## src/rtl/mul_pkg.sv

```systemverilog
// rtl/mul_pkg.sv - shared types, constants and helpers for the sequential multiplier
package mul_pkg;

  // Sequencer states
  typedef enum logic [2:0] {
    S_IDLE = 3'd0,
    S_PREP = 3'd1,
    S_RUN  = 3'd2,
    S_FIX  = 3'd3,
    S_DONE = 3'd4
  } mul_state_e;

  // One shift-and-add step per multiplier bit
  localparam int MUL_STEPS   = 32;
  // Clock cycles from the accepting edge to the first edge at which done is visible
  localparam int MUL_LATENCY = 35;

  // Magnitude of an operand. In unsigned mode the operand passes through.
  // 0x80000000 maps to itself, which reads correctly as unsigned 2^31.
  function automatic logic [31:0] mag32(input logic [31:0] x, input logic is_signed);
    if (is_signed && x[31]) begin
      return ~x + 32'd1;
    end
    return x;
  endfunction

endpackage

```

## src/rtl/mul_seq_if.sv

```systemverilog
// rtl/mul_seq_if.sv - request/result bundle between the core and the multiplier
interface mul_seq_if;
  logic        start;
  logic        is_signed;
  logic [31:0] a;
  logic [31:0] b;
  logic        busy;
  logic        done;
  logic [31:0] hi;
  logic [31:0] lo;

  // The core issues requests and consumes results
  modport master (
    output start, is_signed, a, b,
    input  busy, done, hi, lo
  );

  // The multiplier accepts requests and produces results
  modport slave (
    input  start, is_signed, a, b,
    output busy, done, hi, lo
  );
endinterface

```

## src/rtl/add.sv

```systemverilog
// rtl/add.sv - 32-bit single-cycle adder shared with the ALU
module add (
  input  logic [31:0] a,
  input  logic [31:0] b,
  output logic [31:0] r,
  output logic        o
);

  // Sum plus two's-complement overflow flag
  assign r = a + b;
  assign o = (a[31] == b[31]) && (r[31] != a[31]);

endmodule

```

## src/rtl/mul_seq.sv

```systemverilog
// rtl/mul_seq.sv - multi-cycle MULT/MULTU unit built on a 32-step shift-and-add loop
module mul_seq
  import mul_pkg::*;
(
  input  logic      clk,
  input  logic      rst_n,
  mul_seq_if.slave  bus
);

  mul_state_e  state_q, state_d;
  logic [31:0] mcand_q, mcand_d;
  logic [31:0] hi_acc_q, hi_acc_d;
  logic [31:0] lo_acc_q, lo_acc_d;
  logic [4:0]  cnt_q, cnt_d;
  logic        signed_q, signed_d;
  logic        neg_q, neg_d;
  logic        busy_q, busy_d;
  logic        done_q, done_d;
  logic [31:0] hi_q, hi_d;
  logic [31:0] lo_q, lo_d;

  logic        accept;
  logic [31:0] addend;
  logic [31:0] sum;
  logic        carry;
  logic [63:0] fix_prod;
  logic        unused_add_o;

  // Requests are taken only in IDLE, and not in the cycle where done is still showing
  assign accept = (state_q == S_IDLE) && bus.start && !done_q;

  // Partial sum: add the multiplicand only when the current multiplier bit is set
  assign addend = lo_acc_q[0] ? mcand_q : 32'd0;

  add u_add (
    .a (hi_acc_q),
    .b (addend),
    .r (sum),
    .o (unused_add_o)
  );

  // Unsigned carry out of the 32-bit add, recovered from the operand and sum MSBs
  assign carry = (hi_acc_q[31] & addend[31]) | ((hi_acc_q[31] | addend[31]) & ~sum[31]);

  // Final sign correction on the full 64-bit accumulator
  assign fix_prod = neg_q ? (~{hi_acc_q, lo_acc_q} + 64'd1) : {hi_acc_q, lo_acc_q};

  // Next-state, datapath and output logic for the sequencer
  always_comb begin
    state_d  = state_q;
    mcand_d  = mcand_q;
    hi_acc_d = hi_acc_q;
    lo_acc_d = lo_acc_q;
    cnt_d    = cnt_q;
    signed_d = signed_q;
    neg_d    = neg_q;
    hi_d     = hi_q;
    lo_d     = lo_q;
    busy_d   = 1'b0;
    done_d   = 1'b0;

    unique case (state_q)
      S_IDLE: begin
        if (accept) begin
          mcand_d  = bus.a;
          lo_acc_d = bus.b;
          signed_d = bus.is_signed;
          busy_d   = 1'b1;
          state_d  = S_PREP;
        end
      end
      S_PREP: begin
        mcand_d  = mag32(mcand_q, signed_q);
        lo_acc_d = mag32(lo_acc_q, signed_q);
        neg_d    = signed_q & (mcand_q[31] ^ lo_acc_q[31]);
        hi_acc_d = 32'd0;
        cnt_d    = 5'd0;
        busy_d   = 1'b1;
        state_d  = S_RUN;
      end
      S_RUN: begin
        hi_acc_d = {carry, sum[31:1]};
        lo_acc_d = {sum[0], lo_acc_q[31:1]};
        cnt_d    = cnt_q + 5'd1;
        busy_d   = 1'b1;
        if (cnt_q == 5'(MUL_STEPS - 1)) begin
          state_d = S_FIX;
        end
      end
      S_FIX: begin
        hi_d    = fix_prod[63:32];
        lo_d    = fix_prod[31:0];
        busy_d  = 1'b1;
        state_d = S_DONE;
      end
      S_DONE: begin
        done_d  = 1'b1;
        state_d = S_IDLE;
      end
      default: begin
        state_d = S_IDLE;
      end
    endcase
  end

  // State and datapath registers; reset wipes everything, including any partial result
  always_ff @(posedge clk or negedge rst_n) begin
    if (!rst_n) begin
      state_q  <= S_IDLE;
      mcand_q  <= 32'd0;
      hi_acc_q <= 32'd0;
      lo_acc_q <= 32'd0;
      cnt_q    <= 5'd0;
      signed_q <= 1'b0;
      neg_q    <= 1'b0;
      busy_q   <= 1'b0;
      done_q   <= 1'b0;
      hi_q     <= 32'd0;
      lo_q     <= 32'd0;
    end else begin
      state_q  <= state_d;
      mcand_q  <= mcand_d;
      hi_acc_q <= hi_acc_d;
      lo_acc_q <= lo_acc_d;
      cnt_q    <= cnt_d;
      signed_q <= signed_d;
      neg_q    <= neg_d;
      busy_q   <= busy_d;
      done_q   <= done_d;
      hi_q     <= hi_d;
      lo_q     <= lo_d;
    end
  end

  assign bus.busy = busy_q;
  assign bus.done = done_q;
  assign bus.hi   = hi_q;
  assign bus.lo   = lo_q;

endmodule

```

## src/flat_wrapper.sv

```systemverilog
// flat-port wrapper written by rule: the top's interface ports become plain ports
module mul_seq_flat import mul_pkg::*;
  (clk, rst_n, bus_start, bus_is_signed, bus_a, bus_b, bus_busy, bus_done, bus_hi, bus_lo);
  mul_seq_if bus_i ();
  input  logic clk;
  input  logic rst_n;
  input wire logic [$bits(bus_i.start)-1:0] bus_start;
  input wire logic [$bits(bus_i.is_signed)-1:0] bus_is_signed;
  input wire logic [$bits(bus_i.a)-1:0] bus_a;
  input wire logic [$bits(bus_i.b)-1:0] bus_b;
  output wire logic [$bits(bus_i.busy)-1:0] bus_busy;
  output wire logic [$bits(bus_i.done)-1:0] bus_done;
  output wire logic [$bits(bus_i.hi)-1:0] bus_hi;
  output wire logic [$bits(bus_i.lo)-1:0] bus_lo;
  assign bus_i.start = bus_start;
  assign bus_i.is_signed = bus_is_signed;
  assign bus_i.a = bus_a;
  assign bus_i.b = bus_b;
  assign bus_busy = bus_i.busy;
  assign bus_done = bus_i.done;
  assign bus_hi = bus_i.hi;
  assign bus_lo = bus_i.lo;
  mul_seq u_core (.clk(clk), .rst_n(rst_n), .bus(bus_i));
endmodule
```

## config.mk

```make
export PLATFORM = sky130hd
export DESIGN_NAME = mul_seq_flat
export DESIGN_NICKNAME = d
export VERILOG_FILES = /design/src/rtl/mul_pkg.sv /design/src/rtl/mul_seq_if.sv /design/src/rtl/add.sv /design/src/rtl/mul_seq.sv /design/src/flat_wrapper.sv
export SDC_FILE = /design/constraint.sdc
export NUM_CORES = 1
export LEC_CHECK = 0
export ABC_AREA = 1
export CAP_MARGIN = 20
export CORE_MARGIN = 1.5
export CORE_UTILIZATION = 59
export CTS_CLUSTER_DIAMETER = 50
export CTS_CLUSTER_SIZE = 28
export DETAILED_ROUTE_END_ITERATION = 10
export GPL_TIMING_DRIVEN = 0
export HOLD_SLACK_MARGIN = 0.15
export PLACE_DENSITY = 0.82
export SLEW_MARGIN = 30
export SYNTH_ARGS = -nofsm -noshare
export SYNTH_HDL_FRONTEND = slang
export SYNTH_HIERARCHICAL = 1
export SYNTH_SLANG_ARGS = --single-unit
```

## constraint.sdc

```tcl
create_clock -name clk -period 2.5 [get_ports clk]
set_clock_uncertainty 0.05 [all_clocks]
set_input_delay 0.5 -clock clk [delete_from_list [all_inputs] [get_ports clk]]
set_output_delay 0.5 -clock clk [all_outputs]
set_load 0.03 [all_outputs]
```

# Word level (Yosys, flattened, before mapping)
# Cells that the tools add are included.
dict set report totals {
  regBits 172
  out_inout_bits 66
  elab_cells 71
}
dict set report classes {
  addsub 5
  eq_ne 9
  muxes 22
  bitwise 10
  n_reduce_logical 14
}
# cell count
set ops {}
lappend ops {{two-way mux 32 bit} 7}
lappend ops {{one-hot mux 32 bit (2 select lines)} 2}
lappend ops {{one-hot mux 32 bit (3 select lines)} 1}
lappend ops {{adder 32 x 1 -> 32 bit, second input constant} 2}
lappend ops {{adder 64 x 1 -> 64 bit, second input constant} 1}
lappend ops {{two-way mux 64 bit} 1}
lappend ops {{NOT 32 bit} 2}
lappend ops {{NOT 64 bit} 1}
lappend ops {{adder 32 bit} 1}
lappend ops {{one-hot mux 3 bit (4 select lines)} 1}
lappend ops {{one-hot mux 5 bit (2 select lines)} 1}
lappend ops {{inequality test 2 x 1 -> 1 bit, second input constant} 4}
lappend ops {{equality test 3 x 2 -> 1 bit, second input constant} 2}
lappend ops {{two-way mux 1 bit} 6}
lappend ops {{two-way mux 3 bit} 2}
lappend ops {{AND reduction 3 bit} 2}
lappend ops {{adder 5 x 1 -> 5 bit, second input constant} 1}
lappend ops {{equality test 5 bit, second input constant} 1}
lappend ops {{logical AND 1 bit} 4}
lappend ops {{AND reduction 2 bit} 2}
lappend ops {{nonzero test 2 bit} 2}
lappend ops {{bitwise AND 1 bit} 3}
lappend ops {{equality test 3 x 1 -> 1 bit, second input constant} 1}
lappend ops {{equality test 3 bit, second input constant} 1}
lappend ops {{other kinds (8)} 9}

# Longest topological paths before layout
dict set report depth {
  ltp_word 6
  mapped_depth 18
  mapped_depth_nobuf 16
}

# Hierarchy
# The synthesis kept the hierarchy.
# module instances cells_each area_each_um2
set modules_own_cells {}
lappend modules_own_cells {mul_seq 1 1527 10642.7}
lappend modules_own_cells {add 1 497 2471.1}

# Worst setup path before layout
# OpenSTA, ideal clock, no wires.
dict set report synth_timing {
  kind {register to register}
  from {register u_core.lo_acc_q[0]}
  to {register u_core.hi_acc_q[31]}
  arrival_ns 2.056
  required_time_ns 2.320
  slack_ns 0.264
  path_stages_with_launch 18
  path_buffers 2
  cell_sequence {dfrtp_1 -> buf_6 -> clkbuf_1 -> nand2_1 -> inv_1 -> ha_1 -> nand2_2 -> inv_1 -> a21oi_2 -> nand2_2 -> nand2_2 -> nand2_4 -> nand2_4 -> nand3_1 -> nand2_1 -> inv_1 -> o21ai_0 -> o22ai_1}
}
dict set report synth_between {
  elab_chain_cells 6
}
# element line
set synth_lines {}
lappend synth_lines {{start, declared} mul_seq.sv:13} ;# logic [31:0] lo_acc_q, lo_acc_d;
lappend synth_lines {{start signal, assigned} mul_seq.sv:124} ;# lo_acc_q <= lo_acc_d;
lappend synth_lines {{two-way mux 32 bit} mul_seq.sv:33} ;# assign addend = lo_acc_q[0] ? mcand_q : 32'd0;
lappend synth_lines {{named net u_core.addend[6]} mul_seq.sv:23} ;# logic [31:0] addend;
lappend synth_lines {{adder 32 bit} add.sv:10} ;# assign r = a + b;
lappend synth_lines {{named net u_core.sum[31]} mul_seq.sv:24} ;# logic [31:0] sum;
lappend synth_lines {{NOT 1 bit} mul_seq.sv:43} ;# assign carry = (hi_acc_q[31] & addend[31]) | ((hi_acc_q[31] | addend[31]) & ~sum[31]);
lappend synth_lines {{bitwise AND 1 bit} mul_seq.sv:43}
lappend synth_lines {{OR 1 bit} mul_seq.sv:43}
lappend synth_lines {{one-hot mux 32 bit (2 select lines)} mul_seq.sv:62} ;# unique case (state_q)
lappend synth_lines {{end signal, assigned} mul_seq.sv:123} ;# hi_acc_q <= hi_acc_d;
lappend synth_lines {{end, declared} mul_seq.sv:12} ;# logic [31:0] hi_acc_q, hi_acc_d;
# The timed path passes the listed nets, and every way through them passes these cells.
# A chain may end at the register's enable or synchronous reset.

# Worst setup path after layout
# Same ends and word-level chain as after synthesis.

==> summary.md <==
| Metric | Value |
|---|---|
| Final worst slack | `17.1 ps` |
| Syn Nets | `2125` |
| Crit path to | `u_core/hi_acc_q[31]` |
| Final core utilization | `73.0%` |
| Max VDD drop | `0.619 mV` |
| DRC viols | `0` |
| NetSw | `11.5 mW` |
| Total grt overflow | `0` |
| IO buf count | `133` |
| Share of cells above drive strength 1 | `11.3%` |
| Vias in the first global route | `13700` |
| Longest Clk Path Bufs | `2` |
| Die W | `152 µm` |
| Worst path required time | `2750 ps` |
| Synthesis Warnings | `6` |
| Status | `complete, no violations` |
| Mapped Cells | `2021` |
| Hold crit path type | `reg -> reg` |
| Leakage | `7.99 nW` |
| Gpl congestion | `1.03` |
| Std cell rows | `54` |
| Internal | `9.92 mW` |
| Max Cap Violations | `0` |
| DRT iter0 DRCs | `1868` |
| Largest net degree at the start of global routing | `72` |
| First-pass GRT wire length | `73600 µm` |
| Worst Path Arrival | `2740 ps` |
| Crit. Startpoint | `u_core/lo_acc_q[0]` |
| CTS Buf Count | `17` |
| TritonRoute pass-1 iters | `10` |
| Final wirelength | `47500 µm` |
| Clock Root Buffer | `clkbuf_16` |
| Area delta synth->final | `21.7%` |
| Crit path launch type | `register` |
| Register-to-Register Path Depth | `17` |
| CP endpoint kind | `register` |
| RR Startpoint | `u_core/lo_acc_q[0]` |
| Fin cells | `2476` |
| Gate power share | `61.9%` |
| Clock latency on the worst-skew pair | `440 ps` |
| Clock transition at path regs | `80 ps` |
| N_diodes | `0` |
| H-tree depth | `4` |
| FF-to-FF setup slack | `20 ps` |
| Initial antenna violation count | `0` |
| WHS | `428 ps` |
| Final net count | `2287` |
| Pwr dens | `1340 mW/mm²` |
| GRT Overall Usage | `40.3%` |
| Achievable frequency | `403 MHz` |
| Reg power frac | `25.9%` |
| Final min period | `2480 ps` |
| Crit Path Category | `reg -> reg` |
| Via/cell ratio | `5.95` |
| CTS tree | `done` |
| Final hold vios | `0` |
| Die H | `152 µm` |
| Die ar. | `0.0231 mm²` |
| Final setup fails | `0` |
| DR vias | `14700` |
| Pre-CTS WS | `-161 ps` |
| Worst-margin pin slew | `814 ps` |
| Relative slew slack | `45.7%` |
| Crit-path max FO | `10` |
| Clock share of power | `12.2%` |
| Max-slew violations | `0` |
| Initial Util | `60.0%` |
| IO Count | `134` |
| RSZ-0062 raised after global routing | `yes` |
| Synthesized cell area | `0.0131 mm²` |
| Syn Area/Cell | `6.48 µm²` |
| Estimated wirelength of the detail-placed design | `35900 µm` |
| Num Clock Sinks | `172` |
| Placed instance count | `2436` |
| Core box area | `0.0218 mm²` |
| R2r endpoint | `u_core/hi_acc_q[31]` |
| Tcrit/Tclk final | `99.3%` |
| DR WL/cell | `19.2 µm` |
| Antenna-violating nets left | `0` |
| Switch share | `53.7%` |
-- worst min-delay path by stage --
| stage | start | endpoint | slack (ps) | depth (start not counted) |
|---|---|---|---|---|
| after floorplan | rst_n | u_core/bus.busy | 150 | 0 |
| after global placement | u_core/bus.hi[29] | u_core/bus.hi[29] | 410 | 2 |
| after detailed placement | rst_n | u_core/bus.lo[15] | 370 | 1 |
| after CTS | u_core/bus.hi[31] | u_core/bus.hi[31] | 430 | 2 |
| after global routing | u_core/bus.hi[5] | u_core/bus.hi[5] | 460 | 2 |
| final | u_core/bus.hi[17] | u_core/bus.hi[17] | 430 | 2 |
-- metal layers --
metal	vias to the layer above	track usage [%]	wire length (µm)
li1	6757	-	-
met1	6730	56.0	18700
met2	1061	61.3	20900
met3	181	7.07	5460
met4	0	18.7	2480
met5	-	0	0
-- sequential cells by signal (all words and copies together) (netlist names) --
register         flops
u_core/bus.hi       32
u_core/bus.lo       32
u_core/hi_acc_q     32
u_core/lo_acc_q     32
u_core/mcand_q      32
u_core/cnt_q         5
u_core/state_q       3
u_core/bus.busy      1
u_core/bus.done      1
u_core/neg_q         1
u_core/signed_q      1
-- cell type report --
cell class | instances | area (µm²)
Buffer | 64 | 309
Clock buffer | 19 | 443
Clock inverter | 13 | 120
Fill cell | 1798 | 5890
Inverter | 278 | 1040
Multi-Input combinational cell | 1507 | 7910
Sequential cell | 172 | 4300
Tap cell | 280 | 350
Timing Repair Buffer | 143 | 1450
-- power by group through the flow --
stage                     sequential [mW]  combinational (mW)  clock [mW]
after floorplan                      5.96                7.33           0
after global placement               5.40                11.8           0
after detailed placement             5.45                12.2           0
after CTS                            5.43                12.4        2.63
after global routing                 5.68                14.3        2.75
final                                5.56                13.3        2.62
-- per-stage QoR --
step	TNS, ps	power, mW	cell area [µm²]
5_1_grt	-367	22.7	15900
2_1_floorplan	0	13.3	13100
3_5_place_dp	-708	17.6	14800
3_3_place_gp	-1035720	17.2	14800
4_1_cts	0	20.5	15600
6_report	0	21.4	15900
-- layout by cell type (no fill, tap or decap), types with 21 or more instances in the layout --
cell and instances:
nand2_2 39, nand2_1 607, ha_4 29, clkbuf_1 24, xor2_1 46, nor2_2 25
inv_2 24, a21oi_1 95, nand3_1 149, nor2_1 231, o21ai_0 102, inv_1 252
dfrtp_1 172, nand4_1 27, clkdlybuf4s50_1 132, a31oi_1 21, buf_2 31, a22oi_1 21
-- critical path, cell delays in order (launching register included) --
cell,delay [ps]
dfrtp_1,380
buf_6,140
buf_4,160
nand2_1,120
inv_1,90
ha_4,250
nand2_1,70
nand2_1,70
nand2_1,100
nand2_1,130
a21oi_2,200
nand2_4,90
nand2_4,60
nand3_1,60
nand2_1,80
inv_2,70
a21oi_2,130
o22ai_1,80
-- repair_timing --
item	4_1_cts	5_1_grt
gates cloned	0	0
setup endpoints to repair	13	18
endpoints found under the hold margin	45	0
hold buffers	1	0
buffers inserted	1	6
gates resized for setup	20	65
pin swaps	1	14
No activity file was read; power rests on OpenSTA's default activity.
